`src/rtl/scale_buf_ctrl_if.sv`:
```
// Handshake bundle for scale_buf_ctrl: table-load configuration, 32-bit load
// stream and indexed line-read port. The controller takes the slave side.
interface scale_buf_ctrl_if #(
    parameter int unsigned AW = 4,
    parameter int unsigned DW = 128,
    parameter int unsigned IW = 32
);
    logic          cfg_start;
    logic [AW:0]   cfg_num_lines;
    logic          wr_valid;
    logic          wr_ready;
    logic [IW-1:0] wr_data;
    logic          rd_req;
    logic          rd_ready;
    logic [AW-1:0] rd_idx;
    logic          rd_valid;
    logic [DW-1:0] rd_data;
    logic          rd_oob;

    modport master (
        output cfg_start, cfg_num_lines, wr_valid, wr_data, rd_req, rd_idx,
        input  wr_ready, rd_ready, rd_valid, rd_data, rd_oob
    );

    modport slave (
        input  cfg_start, cfg_num_lines, wr_valid, wr_data, rd_req, rd_idx,
        output wr_ready, rd_ready, rd_valid, rd_data, rd_oob
    );
endinterface

```
`src/rtl/scale_buf_ctrl.sv`:
```
// Scale/bias buffer controller: packs the DMA load stream into SRAM lines and
// serves indexed line reads. Loads and reads time-share the single SRAM port;
// the DRAIN state keeps a read and a write from ever meeting in one cycle.
module scale_buf_ctrl #(
    parameter int unsigned DW      = 128,
    parameter int unsigned AW      = 4,
    parameter int unsigned DEPTH   = 16,
    parameter int unsigned IW      = 32,
    parameter int unsigned WPL     = 4,
    parameter int unsigned N_DELAY = 1
) (
    input  logic            clk,
    input  logic            rst,
    scale_buf_ctrl_if.slave bus,
    output logic            load_done,
    output logic            table_valid,
    output logic            busy,
    output logic            mem_cs,
    output logic            mem_we,
    output logic [AW-1:0]   mem_addr,
    output logic [DW-1:0]   mem_wdata,
    input  logic [DW-1:0]   mem_rdata
);
    localparam int unsigned BW        = (WPL > 1) ? $clog2(WPL) : 1;
    localparam logic [AW:0] DEPTH_L   = (AW + 1)'(DEPTH);
    localparam logic [BW-1:0] LAST_BEAT = BW'(WPL - 1);

    typedef enum logic [1:0] {StIdle, StReady, StDrain, StLoad} state_e;

    state_e              state_q;
    logic [AW:0]         num_lines_q;
    logic [AW:0]         line_ptr_q;
    logic [BW-1:0]       beat_q;
    logic [DW-1:0]       pack_q;
    logic                wr_pend_q;
    logic [N_DELAY-1:0]  vld_pipe_q;
    logic [N_DELAY-1:0]  oob_pipe_q;

    logic                wr_fire;
    logic                rd_fire;
    logic                in_flight;
    logic                idx_oob;
    logic                last_line;
    logic [AW:0]         cfg_lines;

    // Handshakes, read-pipe occupancy and the clamped line count for a new table.
    always_comb begin
        bus.wr_ready = (state_q == StLoad);
        bus.rd_ready = (state_q == StReady);
        busy         = (state_q == StDrain) || (state_q == StLoad);
        wr_fire      = bus.wr_valid & bus.wr_ready;
        rd_fire      = bus.rd_req & bus.rd_ready;
        in_flight    = |vld_pipe_q;
        idx_oob      = ({1'b0, bus.rd_idx} >= num_lines_q);
        last_line    = (line_ptr_q == num_lines_q - 1'b1);
        cfg_lines    = bus.cfg_num_lines;
        if (bus.cfg_num_lines == '0 || bus.cfg_num_lines > DEPTH_L) begin
            cfg_lines = DEPTH_L;
        end
        bus.rd_valid = vld_pipe_q[N_DELAY-1];
        bus.rd_oob   = oob_pipe_q[N_DELAY-1];
        bus.rd_data  = mem_rdata;
    end

    // SRAM port: a pending line write, else a newly issued read, else keep the
    // SRAM read pipe advancing (address 0) while earlier reads are still in it.
    always_comb begin
        mem_cs    = wr_pend_q | rd_fire | in_flight;
        mem_we    = wr_pend_q;
        mem_wdata = pack_q;
        mem_addr  = '0;
        if (wr_pend_q) begin
            mem_addr = line_ptr_q[AW-1:0];
        end else if (rd_fire) begin
            mem_addr = bus.rd_idx;
        end
    end

    // Control FSM with line packing, line pointer and registered status flags.
    always_ff @(posedge clk or posedge rst) begin
        if (rst) begin
            state_q     <= StIdle;
            num_lines_q <= '0;
            line_ptr_q  <= '0;
            beat_q      <= '0;
            pack_q      <= '0;
            wr_pend_q   <= 1'b0;
            load_done   <= 1'b0;
            table_valid <= 1'b0;
        end else begin
            load_done <= 1'b0;
            // Write goes out the cycle after the line's final beat; beats keep flowing.
            wr_pend_q <= wr_fire && (beat_q == LAST_BEAT);
            if (wr_fire) begin
                for (int k = 0; k < int'(WPL); k++) begin
                    if (beat_q == BW'(k)) begin
                        pack_q[k*IW +: IW] <= bus.wr_data;
                    end
                end
                beat_q <= (beat_q == LAST_BEAT) ? '0 : beat_q + 1'b1;
            end
            unique case (state_q)
                StIdle: begin
                    if (bus.cfg_start) begin
                        num_lines_q <= cfg_lines;
                        line_ptr_q  <= '0;
                        beat_q      <= '0;
                        state_q     <= StLoad;
                    end
                end
                StReady: begin
                    if (bus.cfg_start) begin
                        table_valid <= 1'b0;
                        num_lines_q <= cfg_lines;
                        line_ptr_q  <= '0;
                        beat_q      <= '0;
                        state_q     <= (in_flight || rd_fire) ? StDrain : StLoad;
                    end
                end
                StDrain: begin
                    if (!in_flight) begin
                        state_q <= StLoad;
                    end
                end
                StLoad: begin
                    if (wr_pend_q) begin
                        line_ptr_q <= line_ptr_q + 1'b1;
                        if (last_line) begin
                            load_done   <= 1'b1;
                            table_valid <= 1'b1;
                            state_q     <= StReady;
                        end
                    end
                end
                default: state_q <= StIdle;
            endcase
        end
    end

    // Read pipe: valid and out-of-range flag travel N_DELAY cycles with each read.
    always_ff @(posedge clk or posedge rst) begin
        if (rst) begin
            vld_pipe_q <= '0;
            oob_pipe_q <= '0;
        end else begin
            vld_pipe_q[0] <= rd_fire;
            oob_pipe_q[0] <= rd_fire & idx_oob;
            for (int i = 1; i < int'(N_DELAY); i++) begin
                vld_pipe_q[i] <= vld_pipe_q[i-1];
                oob_pipe_q[i] <= oob_pipe_q[i-1];
            end
        end
    end
endmodule

```
`src/flat_wrapper.sv`:
```
// flat-port wrapper written by rule: the top's interface ports become plain ports
module scale_buf_ctrl_flat 
#(
    parameter int unsigned DW      = 128,
    parameter int unsigned AW      = 4,
    parameter int unsigned DEPTH   = 16,
    parameter int unsigned IW      = 32,
    parameter int unsigned WPL     = 4,
    parameter int unsigned N_DELAY = 1
)
  (clk, rst, load_done, table_valid, busy, mem_cs, mem_we, mem_addr, mem_wdata, mem_rdata, bus_cfg_start, bus_cfg_num_lines, bus_wr_valid, bus_wr_data, bus_rd_req, bus_rd_idx, bus_wr_ready, bus_rd_ready, bus_rd_valid, bus_rd_data, bus_rd_oob);
  scale_buf_ctrl_if #(.AW(AW), .DW(DW), .IW(IW)) bus_i ();
  input  logic clk;
  input  logic rst;
  output logic load_done;
  output logic table_valid;
  output logic busy;
  output logic mem_cs;
  output logic mem_we;
  output logic [AW-1:0] mem_addr;
  output logic [DW-1:0] mem_wdata;
  input  logic [DW-1:0] mem_rdata;
  input wire logic [$bits(bus_i.cfg_start)-1:0] bus_cfg_start;
  input wire logic [$bits(bus_i.cfg_num_lines)-1:0] bus_cfg_num_lines;
  input wire logic [$bits(bus_i.wr_valid)-1:0] bus_wr_valid;
  input wire logic [$bits(bus_i.wr_data)-1:0] bus_wr_data;
  input wire logic [$bits(bus_i.rd_req)-1:0] bus_rd_req;
  input wire logic [$bits(bus_i.rd_idx)-1:0] bus_rd_idx;
  output wire logic [$bits(bus_i.wr_ready)-1:0] bus_wr_ready;
  output wire logic [$bits(bus_i.rd_ready)-1:0] bus_rd_ready;
  output wire logic [$bits(bus_i.rd_valid)-1:0] bus_rd_valid;
  output wire logic [$bits(bus_i.rd_data)-1:0] bus_rd_data;
  output wire logic [$bits(bus_i.rd_oob)-1:0] bus_rd_oob;
  assign bus_i.cfg_start = bus_cfg_start;
  assign bus_i.cfg_num_lines = bus_cfg_num_lines;
  assign bus_i.wr_valid = bus_wr_valid;
  assign bus_i.wr_data = bus_wr_data;
  assign bus_i.rd_req = bus_rd_req;
  assign bus_i.rd_idx = bus_rd_idx;
  assign bus_wr_ready = bus_i.wr_ready;
  assign bus_rd_ready = bus_i.rd_ready;
  assign bus_rd_valid = bus_i.rd_valid;
  assign bus_rd_data = bus_i.rd_data;
  assign bus_rd_oob = bus_i.rd_oob;
  scale_buf_ctrl #(.DW(DW), .AW(AW), .DEPTH(DEPTH), .IW(IW), .WPL(WPL), .N_DELAY(N_DELAY)) u_core (.clk(clk), .rst(rst), .bus(bus_i), .load_done(load_done), .table_valid(table_valid), .busy(busy), .mem_cs(mem_cs), .mem_we(mem_we), .mem_addr(mem_addr), .mem_wdata(mem_wdata), .mem_rdata(mem_rdata));
endmodule
```
`config.mk`:
```
export PLATFORM = sky130hd
export DESIGN_NAME = scale_buf_ctrl_flat
export DESIGN_NICKNAME = d
export VERILOG_FILES = /design/src/rtl/scale_buf_ctrl_if.sv /design/src/rtl/scale_buf_ctrl.sv /design/src/flat_wrapper.sv
export SDC_FILE = /design/constraint.sdc
export NUM_CORES = 1
export LEC_CHECK = 0
export ABC_AREA = 0
export ABC_CLOCK_PERIOD_IN_PS = 10900
export BUFFER_PORTS_ARGS = -buffer_cell sky130_fd_sc_hd__buf_4
export CAP_MARGIN = 20
export CORE_AREA = 2 2 171 173
export CTS_BUF_LIST = sky130_fd_sc_hd__clkbuf_8
export DETAILED_ROUTE_END_ITERATION = 12
export DIE_AREA = 0 0 173 175
export PLACE_DENSITY = 0.57
export SLEW_MARGIN = 20
export SYNTH_ARGS = -nofsm -noshare
export SYNTH_HDL_FRONTEND = slang
export SYNTH_SLANG_ARGS = --single-unit
export TNS_END_PERCENT = 20
```
`constraint.sdc`:
```
create_clock -name clk -period 10.9 [get_ports clk]
set_clock_uncertainty 0.2 [all_clocks]
set_input_delay 1.09 -clock clk [delete_from_list [all_inputs] [get_ports clk]]
set_output_delay 1.09 -clock clk [all_outputs]
set_load 0.1 [all_outputs]
```
## Word-level counts from Yosys, hierarchy flattened

Cells that the tools add are included.

| storage, ports and cells | value |
|---|---|
| bits of input ports | 174 |
| bits in registers | 147 |
| logic and storage cells | 78 |
| output and inout bits | 269 |

| operators by class | value |
|---|---|
| bitwise operators | 5 |
| magnitude comparators | 2 |
| equality and inequality tests | 13 |
| multiplexer cells | 24 |
| add/subtract/negate cells | 3 |
| reduce and logical (&&, ||, !) cells | 18 |

Operator list:

| cell | number |
|---|---|
| 2-bit two-way mux | 9 |
| 5-bit two-way mux | 3 |
| 5-bit one-hot mux with 2 select lines | 1 |
| 2-bit AND reduction | 5 |
| 2-bit == test, second input constant | 4 |
| 4-bit two-way mux | 2 |
| 2-bit one-hot mux with 4 select lines | 1 |
| 1-bit two-way mux | 7 |
| 2-bit by 1-bit inequality test with 1-bit output, second input constant | 3 |
| 2-bit inequality test, second input constant | 3 |
| 5-bit by 1-bit adder with 5-bit output, second input constant | 1 |
| 5-bit == test | 1 |
| 4-bit by 5-bit greater-or-equal comparator with 1-bit output | 1 |
| 5-bit greater-than comparator, second input constant | 1 |
| 5-bit zero test | 1 |
| 5-bit AND reduction | 1 |
| 5-bit by 1-bit subtractor with 5-bit output, second input constant | 1 |
| 2-bit by 1-bit == test with 1-bit output, second input constant | 2 |
| 2-bit zero test | 2 |
| 4-bit AND reduction | 1 |
| 2-bit nonzero test | 2 |
| 1-bit AND | 3 |
| 1-bit logical OR | 3 |
| 3-bit AND reduction | 1 |
| other kinds (5) | 6 |

## Depth between registers and ports, before layout

| depth | value |
|---|---|
| word-level depth | 6 |
| depth in mapped cells | 6 |
| depth with buffers taken out | 6 |

## Worst setup path before layout

OpenSTA, ideal clock, no wires.

| path | value |
|---|---|
| kind | reg2out |
| from | register u_core.state_q[1] |
| to | output mem_addr[0] |
| arrival | 4454 ps |
| path buffers | 1 |
| required time | 9610 ps |
| stages on the path, launching flop included | 6 |
| path slack | 5156 ps |
| cells stage by stage | dfrtp_1 -> nor2b_1 -> and2_1 -> clkbuf_1 -> nand2_1 -> o21ai_0 |

| between the ends | value |
|---|---|
| cells in the longest elaborated chain, start to end | 4 |

RTL lines:

| element | RTL line | source |
|---|---|---|
| start, declared | scale_buf_ctrl.sv:30 | `state_e state_q;` |
| start signal, assigned | scale_buf_ctrl.sv:82 | `state_q <= StIdle;` |
| start signal, assigned | scale_buf_ctrl.sv:108 | `state_q <= StLoad;` |
| start signal, assigned | scale_buf_ctrl.sv:117 | `state_q <= (in_flight \|\| rd_fire) ? StDrain : StLoad;` |
| 2-bit by 1-bit == test with 1-bit output | scale_buf_ctrl.sv:49 | `bus.rd_ready = (state_q == StReady);` |
| via bus_rd_ready | flat_wrapper.sv:30 | `output wire logic [$bits(bus_i.rd_ready)-1:0] bus_rd_ready;` |
| 1-bit AND | scale_buf_ctrl.sv:52 | `rd_fire = bus.rd_req & bus.rd_ready;` |
| via u_core.rd_fire | scale_buf_ctrl.sv:40 | `logic rd_fire;` |
| 4-bit two-way mux | scale_buf_ctrl.sv:74 | `end else if (rd_fire) begin` |
| 4-bit two-way mux | scale_buf_ctrl.sv:72 | `if (wr_pend_q) begin` |
| end, declared | flat_wrapper.sv:20 | `output logic [AW-1:0] mem_addr;` |

The timed path passes the listed nets, and every way through them passes these cells.

## Worst setup path after layout

| path | value |
|---|---|
| from | register u_core.state_q[1] |
| to | output mem_addr[2] |

| between the ends | value |
|---|---|
| cells in the longest elaborated chain, start to end | 4 |

RTL lines:

| element | RTL line |
|---|---|
| 2-bit by 1-bit == test with 1-bit output | scale_buf_ctrl.sv:49 |
| 1-bit AND | scale_buf_ctrl.sv:52 |
| 4-bit two-way mux | scale_buf_ctrl.sv:74 |
| 4-bit two-way mux | scale_buf_ctrl.sv:72 |

Every way passes these cells.

==> results_dict.tcl <==
set metrics [dict create \
    outcome "complete, no violations" \
    gp_congestion 0.691 \
    ys_seq_elements 147 \
    clk_pin_slew_ns 0.10 \
    hold_path_depth 1 \
    final_nets 774 \
    r2r_start "u_core.state_q[1]$_DFFE_PP0P_" \
    antenna-diode-count 0 \
    die_x_um 173 \
    ys_seq_area_share_pct 52.4 \
    yosys.area.top_type "dfrtp_1" \
    synthesis.nets 713 \
    netlist_instances 528 \
    vias 3978 \
    reg2reg_depth 3 \
    ios 443 \
    critPathCaptureType "primary output" \
    holdBufCountCts 0 \
    hold_violations 0 \
    drive_above_1_share_pct 46.5 \
    post_cts_buffers 0 \
    grt_pass1_vias 4155 \
    die_h_um 175 \
    clockRootBuffer "clkbuf_8" \
    antenna_found_initial 0 \
    ys_warn_count 0 \
    drtIter0Drc 111 \
    ys_types 35 \
    grt-ovfl-total 0 \
    slew_violations 0 \
    max_slew_margin_pct 40.5 \
    fin_util_pct 28.9 \
    clkLatencyLatePin_ns 0.44 \
    grt_pass1_wl_um 25200 \
    cts_resized 0 \
    cts.sinks 147 \
    setup-tns-final_ns 0 \
    antenna_left 0 \
    crit_type "reg -> out" \
    grt_usage_pct 10.9 \
    start_util_pct 24.7 \
    vias_per_cell 4.03 \
    synth.avg_cell_area_um2 13.3 \
    synth_area_leaders "dfrtp_1, buf_4, mux2_1, mux2_4, mux2_2" \
    fill_cells 3016 \
    finalSetupViolations 0 \
    finalCritPeriodShare_pct 30.0 \
    start_kind "flop" \
    area_growth_pct 16.6 \
    dp_hpwl_um 11100 \
    rr_endpoint "u_core.mem_wdata[123]$_DFFE_PP0P_" \
    cts_max_level 4 \
    core_region_area_um2 28400 \
    die_area_um2 30300 \
    whs_ns 0.293 \
    max-cap-violations 0 \
    min_period_ns 3.27 \
    wl_per_cell_um 16.6 \
    fmax_mhz 306 \
    grt_setup_unrepaired "no" \
    grt_max_degree 56 \
    port-buffer-count 186 \
    drc_errors 0 \
    cts_buffers 17 \
    cp_max_fo 10 \
    synth_top_area_share_pct 52.4 \
    syn_area_um2 7030 \
    place_ws_ns 7.65 \
    dr.pass1.iters 4 \
    row_count 62 \
    min_to "u_core.bus.rd_oob$_DFF_PP0_" \
    cts_tree "built" \
    tightest_slew_ns 0.891 \
    hold_path_class "reg -> reg" \
    cp_data_required_time_ns 9.61 \
    cts.path.max_buffers 2 \
    fin_ws_ns 7.63 \
    arrival_ns 1.98 \
    hp-start "u_core.num_lines_q[4]$_DFFE_PP0P_" \
    wl_um 16400 \
    ff2ff_setup_slack_ns 8.64 \
]
state kept, by name (all words and copies together) (netlist names):
name                 count
u_core.table_valid       1
u_core.beat_q            2
u_core.bus.rd_valid      1
u_core.load_done         1
u_core.mem_wdata       128
u_core.mem_we            1
u_core.num_lines_q       5
u_core.state_q           2
u_core.line_ptr_q        5
u_core.bus.rd_oob        1
worst max path at each step:
stage / to / from / slack, ns
after global placement: mem_cs / bus_rd_req / 7.66
final: mem_addr[2] / u_core.state_q[1]$_DFFE_PP0P_ / 7.63
after global routing: mem_addr[2] / u_core.state_q[1]$_DFFE_PP0P_ / 7.41
after CTS: mem_addr[2] / u_core.state_q[1]$_DFFE_PP0P_ / 7.58
after detailed placement: mem_addr[2] / bus_rd_req / 7.65
after floorplan: mem_addr[0] / u_core.state_q[1]$_DFFE_PP0P_ / 5.16
per-stage QoR:
| stage | cells | instance area, µm² |
|---|---|---|
| after detailed placement | 954 | 7820 |
| after global routing | 986 | 8200 |
| after floorplan | 528 | 7030 |
| after global placement | 954 | 7820 |
| after CTS | 986 | 8200 |
| final | 986 | 8200 |
cell usage after synthesis, drive strengths merged:
cell type  count
a21o           2
a211oi         2
nand2         17
xor2           6
nand4          3
buf          142
o21ba          1
or4            1
xnor2          3
clkbuf         5
nand3b         4
dfrtp        147
a21oi          2
and2           2
nor4b          1
and3           2
nor2          12
o211ai         1
nor3           1
nand3          4
o21ai         14
nor2b          2
ha            11
or3            1
inv           11
a221o          1
mux2         128
nand2b         2
layer usage:
layer	GRT usage [%]	wire [µm]
met3	4.61	1320
met4	5.05	492
met2	17.6	7940
met1	12.5	6660
met5	0	0
critical path, cell delays in order (launching register included):
cell and delay [ns]:
dfrtp_1 0.47, nor2b_1 0.24, and2_1 0.29, nand2_1 0.07, o21ai_0 0.16, buf_4 0.32
cell families (layout without fill, tap and decap cells):
group / after synthesis / in the layout / share of synthesized area, %
buffers and inverters: 158 / 232 / 16.5
DFF: 147 / 147 / 52.4
muxes: 128 / 128 / 22.1
and+or+nand+nor: 52 / 52 / 4.02
AOI/OAI and AO/OA: 23 / 23 / 2.03
adders and majority gates: 11 / 11 / 1.96
xor gates and xnor gates: 9 / 9 / 1.12
layout make-up:
| class | instances | area [µm²] | area share (%) |
|---|---|---|---|
| sequential | 147 | 3680 | 44.9 |
| inverter | 11 | 46.3 | 0.565 |
| clock inverter | 15 | 146 | 1.79 |
| clock buffer | 17 | 234 | 2.85 |
| multi-input combinational | 223 | 2190 | 26.7 |
| timing repair buffer | 189 | 1420 | 17.3 |
| tap | 384 | 480 | 5.86 |
cells in the final DEF (no fill, tap or decap), drive strengths merged:
cell type,instances
buf,189
dfrtp,147
mux2,128
inv,19
clkbuf,17
nand2,17
o21ai,14
nor2,12
ha,11
xor2,6
clkinvlp,5
nand3b,4
nand3,4
nand4,3
xnor2,3
and3,2
and2,2
nor2b,2
nand2b,2
a21oi,2
a21o,2
a211oi,2
o211ai,1
or4,1
or3,1
nor4b,1
o21ba,1
a221o,1
nor3,1
bufinv,1
clkinv,1
Power is left out: the tool's default activity adds up to more than one toggle a clock period on the data nets, which glitch-free logic cannot reach.
